==> src/rtl/mmu_sdspi_pkg.sv <==
// Shared definitions for the MMU SD-card SPI master: register map, STAT bit
// positions and the transfer FSM encoding.
package mmu_sdspi_pkg;

  localparam logic [1:0] SD_REG_DATA = 2'd0;
  localparam logic [1:0] SD_REG_STAT = 2'd1;
  localparam logic [1:0] SD_REG_DIV  = 2'd2;
  localparam logic [1:0] SD_REG_RSVD = 2'd3;

  localparam int STAT_BUSY = 7;
  localparam int STAT_OVR  = 6;
  localparam int STAT_AUTO = 1;
  localparam int STAT_CS   = 0;

  typedef enum logic [1:0] {
    ST_IDLE  = 2'd0,
    ST_SHIFT = 2'd1,
    ST_DONE  = 2'd2
  } sd_state_e;

endpackage

==> src/rtl/mmu_sdspi_clkdiv.sv <==
// SCLK divider: counts E falls down from DIV while shifting and strobes
// tick_o on the fall where SCLK must toggle.
module mmu_sdspi_clkdiv (
  input  logic       E,
  input  logic       RESET,
  input  logic       load_i,
  input  logic       run_i,
  input  logic [7:0] div_i,
  output logic       tick_o
);

  logic [7:0] divcnt_q;
  logic [7:0] divcnt_d;

  assign tick_o = run_i && (divcnt_q == 8'd0);

  // DIV is read live at every reload, so a mid-transfer DIV write lands here.
  always_comb begin
    divcnt_d = divcnt_q;
    if (load_i) begin
      divcnt_d = div_i;
    end else if (run_i) begin
      if (divcnt_q == 8'd0) divcnt_d = div_i;
      else                  divcnt_d = divcnt_q - 8'd1;
    end
  end

  always_ff @(negedge E or posedge RESET) begin
    if (RESET) divcnt_q <= 8'd0;
    else       divcnt_q <= divcnt_d;
  end

endmodule

==> src/rtl/mmu_sdspi.sv <==
// SD card SPI master (mode 0, MSB first) on the MMU I/O window; all state
// advances on the falling edge of the 6809 E clock.
module mmu_sdspi #(
  parameter logic [7:0] DIV_DEFAULT = 8'd0,
  parameter logic       IDLE_MOSI   = 1'b1
) (
  input  logic       E,
  input  logic       RESET,
  input  logic       SEL,
  input  logic       RnW,
  input  logic [1:0] ADDR,
  input  logic [7:0] DATA_in,
  output logic [7:0] DATA_out,
  output logic       DATA_oe,
  output logic       SCLK,
  output logic       MOSI,
  input  logic       MISO,
  output logic       SD_nCS,
  output logic       BUSY
);
  import mmu_sdspi_pkg::*;

  sd_state_e  state_q, state_d;
  logic [7:0] shreg_q, shreg_d;
  logic       samp_q, samp_d;
  logic [2:0] bitcnt_q, bitcnt_d;
  logic       sclk_q, sclk_d;
  logic       mosi_q, mosi_d;
  logic       busy_q, busy_d;
  logic       ovr_q, ovr_d;
  logic       auto_q, auto_d;
  logic       cs_q, cs_d;
  logic [7:0] rx_q, rx_d;
  logic [7:0] div_q, div_d;

  logic       wr, rd, data_hit, wr_data, start_req, idle, start, tick;
  logic [7:0] tx;
  logic [7:0] rd_mux;

  assign wr        = SEL && !RnW;
  assign rd        = SEL && RnW;
  assign data_hit  = (ADDR == SD_REG_DATA);
  assign wr_data   = wr && data_hit;
  // An AUTO read of DATA clocks out 0xFF and fetches the next card byte.
  assign start_req = wr_data || (rd && data_hit && auto_q);
  assign idle      = (state_q == ST_IDLE);
  assign start     = start_req && idle;
  assign tx        = wr_data ? DATA_in : 8'hFF;

  mmu_sdspi_clkdiv u_clkdiv (
    .E      (E),
    .RESET  (RESET),
    .load_i (start),
    .run_i  (state_q == ST_SHIFT),
    .div_i  (div_q),
    .tick_o (tick)
  );

  always_comb begin
    state_d  = state_q;
    shreg_d  = shreg_q;
    samp_d   = samp_q;
    bitcnt_d = bitcnt_q;
    sclk_d   = sclk_q;
    mosi_d   = mosi_q;
    busy_d   = busy_q;
    ovr_d    = ovr_q;
    auto_d   = auto_q;
    cs_d     = cs_q;
    rx_d     = rx_q;
    div_d    = div_q;

    if (wr && ADDR == SD_REG_STAT) begin
      auto_d = DATA_in[STAT_AUTO];
      cs_d   = DATA_in[STAT_CS];
    end
    if (wr && ADDR == SD_REG_DIV) div_d = DATA_in;
    if (rd && ADDR == SD_REG_STAT) ovr_d = 1'b0;
    if (start_req && !idle) ovr_d = 1'b1;

    case (state_q)
      ST_IDLE: begin
        if (start) begin
          shreg_d  = tx;
          mosi_d   = tx[7];
          bitcnt_d = 3'd0;
          busy_d   = 1'b1;
          state_d  = ST_SHIFT;
        end
      end
      ST_SHIFT: begin
        if (tick) begin
          sclk_d = !sclk_q;
          if (!sclk_q) begin
            samp_d = MISO;
          end else begin
            shreg_d  = {shreg_q[6:0], samp_q};
            mosi_d   = shreg_q[6];
            bitcnt_d = bitcnt_q + 3'd1;
            if (bitcnt_q == 3'd7) state_d = ST_DONE;
          end
        end
      end
      ST_DONE: begin
        rx_d    = shreg_q;
        busy_d  = 1'b0;
        mosi_d  = IDLE_MOSI;
        sclk_d  = 1'b0;
        state_d = ST_IDLE;
      end
      default: state_d = ST_IDLE;
    endcase
  end

  always_ff @(negedge E or posedge RESET) begin
    if (RESET) begin
      state_q  <= ST_IDLE;
      shreg_q  <= 8'h00;
      samp_q   <= 1'b0;
      bitcnt_q <= 3'd0;
      sclk_q   <= 1'b0;
      mosi_q   <= IDLE_MOSI;
      busy_q   <= 1'b0;
      ovr_q    <= 1'b0;
      auto_q   <= 1'b0;
      cs_q     <= 1'b0;
      rx_q     <= 8'hFF;
      div_q    <= DIV_DEFAULT;
    end else begin
      state_q  <= state_d;
      shreg_q  <= shreg_d;
      samp_q   <= samp_d;
      bitcnt_q <= bitcnt_d;
      sclk_q   <= sclk_d;
      mosi_q   <= mosi_d;
      busy_q   <= busy_d;
      ovr_q    <= ovr_d;
      auto_q   <= auto_d;
      cs_q     <= cs_d;
      rx_q     <= rx_d;
      div_q    <= div_d;
    end
  end

  always_comb begin
    rd_mux = 8'h00;
    case (ADDR)
      SD_REG_DATA: rd_mux = rx_q;
      SD_REG_STAT: rd_mux = {busy_q, ovr_q, 4'b0000, auto_q, cs_q};
      SD_REG_DIV:  rd_mux = div_q;
      default:     rd_mux = 8'h00;
    endcase
  end

  assign DATA_out = rd ? rd_mux : 8'h00;
  assign DATA_oe  = rd;
  assign SCLK     = sclk_q;
  assign MOSI     = mosi_q;
  assign SD_nCS   = !cs_q;
  assign BUSY     = busy_q;

endmodule

==> config.mk <==
export PLATFORM = sky130hd
export DESIGN_NAME = mmu_sdspi
export DESIGN_NICKNAME = d
export VERILOG_FILES = /design/src/rtl/mmu_sdspi_pkg.sv /design/src/rtl/mmu_sdspi_clkdiv.sv /design/src/rtl/mmu_sdspi.sv
export SDC_FILE = /design/constraint.sdc
export NUM_CORES = 1
export LEC_CHECK = 0
export CAP_MARGIN = 40
export CORE_MARGIN = 5
export CORE_UTILIZATION = 50
export DETAILED_ROUTE_END_ITERATION = 10
export PLACE_DENSITY = 0.85
export SYNTH_ARGS = -nofsm -noshare
export SYNTH_HDL_FRONTEND = slang
export SYNTH_SLANG_ARGS = --single-unit
==> constraint.sdc <==
create_clock -name E -period 3.7 [get_ports E]
set_input_delay 0.74 -clock E [delete_from_list [all_inputs] [get_ports E]]
set_output_delay 0.74 -clock E [all_outputs]
set_load 0.01 [all_outputs]
==> flow_summary.json <==
{
  "status": "finished, violations left",
  "violations": "negative setup slack",
  "synth_top_cell_area_share_pct": 37.1,
  "initial_core_util_pct": 50.6,
  "finalInstanceArea_mm2": 0.00312,
  "post-synth-top-area-cell": "sky130_fd_sc_hd__dfrtn_1",
  "grt_start_max_net_pins": 45,
  "drt-total-wl_um": 6390,
  "post_synth_instance_area_mm2": 0.00236,
  "h-tree-depth": 2,
  "syn-mean-instance-area_um2": 10.4,
  "total_count_of_hold_check_failures_in_the_final_report": 0,
  "synth_most_common_cell": "sky130_fd_sc_hd__dfrtn_1",
  "floorplan.die_area_mm2": 0.00619,
  "post_layout_nonfiller_instances": 350,
  "post_synth_num_cell_types": 41,
  "setup.worst_path.end_class": "output pin",
  "finalWorstSetupSlack_ns": -0.288,
  "synth_edf_count": 0,
  "io_pins": 28,
  "worst-r2r-setup-slack_ns": 1.31,
  "tritoncts_num_sinks": 44,
  "async_flop_share_pct": 100,
  "die_width_um": 78.7,
  "area_delta_synth_final_pct": 32.2,
  "drive_gt1_share_pct": 33.4,
  "grt_usage_pct": 21.8,
  "clk_transition_reported_paths_ns": 0.06,
  "worst_ep_arrival_time_ns": 3.25,
  "cts-root-to-sink-buffers": 2,
  "total_power_w": 0.00237,
  "post_synth_inst_count": 227,
  "globalRouteOverflowTotal": 0,
  "detail-route-antenna-nets": 0,
  "clock-root-buffer": "sky130_fd_sc_hd__clkbuf_8",
  "report.final.setup_viol": 9,
  "postSynthNetCount": 252,
  "rsz0062_at_grt": "yes",
  "worst-slew-pin-transition_ns": 0.609,
  "place.gp.congestion": 0.838,
  "ys_warn_count": 0,
  "timing.critical_path.from_type": "flop",
  "worst_setup_path_endpoint": "DATA_out[6]",
  "power_density_mw_per_mm2": 759,
  "nets": 320,
  "power.static_leakage_nw": 1.47,
  "dr.first_iter.drc_count": 146,
  "relSlewSlack_pct": 59.4,
  "max_cap_viol_count": 0,
  "vias": 2043,
  "place.detailed.instances": 332,
  "floorplan.core_area_mm2": 0.00466,
  "rows": 25,
  "first_global_vias": 2245,
  "worst_skew_pair.late_latency_ns": 0.36,
  "drtPass1Iterations": 4,
  "detailed_place_hpwl_um": 4400,
  "critical_path.startpoint": "rx_q[6]",
  "synth-seq-cells": 44,
  "grt_first_pass_wirelength_um": 10400,
  "synth.cells.most_frequent": "sky130_fd_sc_hd__dfrtn_1 (35), sky130_fd_sc_hd__nand2_1 (19), sky130_fd_sc_hd__o21ai_1 (17), sky130_fd_sc_hd__mux2_1 (13), sky130_fd_sc_hd__nor2_1 (13)",
  "r2r-start": "state_q[1]",
  "worstPathRequired_ns": 2.96,
  "grt_antenna_before_repair": 0,
  "insertedDiodeCount": 0,
  "routedWlPerCell_um": 18.3,
  "pre_cts_ws_ns": -0.662,
  "worstHoldPathType": "reg -> reg",
  "drt_drc_violations_left": 0,
  "worstPathMaxFanout": 2,
  "criticalPathCategory": "reg -> out",
  "r2r_cells": 7,
  "die_h_um": 78.7,
  "vdd.ir_drop.worst_mv": 0.450,
  "seq_area_frac_synth_pct": 47.1,
  "clock_skew_ns": 0.0558,
  "holdBufCountCts": 0,
  "worst_r2r_endpoint": "state_q[1]",
  "portBuffers": 27,
  "tritoncts.num_buffers": 5,
  "synth_top_flop_cell": "sky130_fd_sc_hd__dfrtn_1",
  "post_dp_cell_area_mm2": 0.00294,
  "detail_route.vias_per_cell": 5.84,
  "clock_tree_from_tritoncts": "built",
  "synth.area.top_cells": "sky130_fd_sc_hd__dfrtn_1 (37%), sky130_fd_sc_hd__dfstp_2 (10%), sky130_fd_sc_hd__mux2_1 (6.2%), sky130_fd_sc_hd__ha_1 (5.3%), sky130_fd_sc_hd__mux2_2 (4.3%)",
  "drv_slew": 0
}
metal layers:
metal | global-route usage [%] | vias up | part of all wire [%]
met1 | 25.6 | 989 | 41
li1 | - | 947 | -
met5 | 0 | - | 0
met3 | 5.10 | 26 | 6.4
met4 | 13.1 | 0 | 4.6
met2 | 36.1 | 81 | 48
worst max-delay path, cell delays in order (launching register included):
cell                      delay, ns
sky130_fd_sc_hd__dfstp_2       0.52
sky130_fd_sc_hd__mux2i_1       0.06
sky130_fd_sc_hd__nor2_1        0.12
sky130_fd_sc_hd__a21oi_1       0.06
sky130_fd_sc_hd__nor2_1        0.12
sky130_fd_sc_hd__buf_2         0.15
placed cells by master, fill, tap and decap left out, drive strengths merged, types with 8 or more instances in the layout:
cell,n
mux2i,10
dfrtn,35
mux2,23
dfstp,9
nor2,13
ha,10
clkdlybuf4s50,11
buf,47
inv,20
o21ai,21
a21oi,10
clkbuf,8
nor3,9
nand3,8
nand2,19
sequential cells by signal (all words and copies together) (netlist names):
name and count:
BUSY 1, MOSI 1, SCLK 1, auto_q 1, bitcnt_q 3, cs_q 1, div_q 8, ovr_q 1
rx_q 8, samp_q 1, shreg_q 8, state_q 2, u_clkdiv.divcnt_q 8
layout make-up:
| class | instances | area, um^2 |
|---|---|---|
| Inverter | 10 | 37.5 |
| Clock inverter | 11 | 50.0 |
| Sequential cell | 44 | 1110 |
| Multi-Input combinational cell | 162 | 1270 |
| Tap cell | 54 | 67.6 |
| Fill cell | 356 | 1540 |
| Clock buffer | 6 | 93.8 |
| Timing Repair Buffer | 63 | 493 |
worst min-delay path by stage:
| stage | from | endpoint | slack, ns | cells after the start |
|---|---|---|---|---|
| after global placement | bitcnt_q[2] | bitcnt_q[2] | 0.46 | 1 |
| final | shreg_q[7] | shreg_q[7] | 0.45 | 1 |
| after floorplan | samp_q | samp_q | 0.42 | 1 |
| after global routing | ovr_q | ovr_q | 0.48 | 2 |
| after CTS | shreg_q[7] | shreg_q[7] | 0.45 | 1 |
| after detailed placement | shreg_q[7] | shreg_q[7] | 0.45 | 1 |
stage by stage:
| step | setup TNS [ns] | hold WS, ns | util, % |
|---|---|---|---|
| 2_1_floorplan | -1.88 | 0.420 | - |
| 3_3_place_gp | -18.43 | 0.455 | 63.0 |
| 3_5_place_dp | -20.30 | 0.453 | 63.0 |
| 4_1_cts | -1.48 | 0.455 | 66.6 |
| 5_1_grt | -2.19 | 0.479 | 67.0 |
| 6_report | -1.43 | 0.453 | 67.0 |
repair_timing:
| action | in CTS | in global routing |
|---|---|---|
| setup endpoints to repair | 45 | 31 |
| hold endpoints to repair | 0 | 0 |
| resized for setup | 63 | 12 |
| pin swaps | 9 | 12 |
| buffers inserted | 2 | 1 |
power by group:
part	internal [W]	leakage, nW	switching [W]
Clock	0.000189	0.101	0.000205
Combinational	0.000523	0.849	0.000551
Sequential	0.000727	0.520	0.000172
Total	0.00144	1.47	0.000928
kinds of logic after synthesis:
family | synth area share (%)
AND/OR/NAND/NOR | 13.5
adder cells (fa/ha/maj) | 5.30
buffers and inverters | 4.29
flip-flops | 47.1
multiplexers | 15.4
AO/OA/AOI/OAI | 14.4
Power figures use the tool's default switching activity.
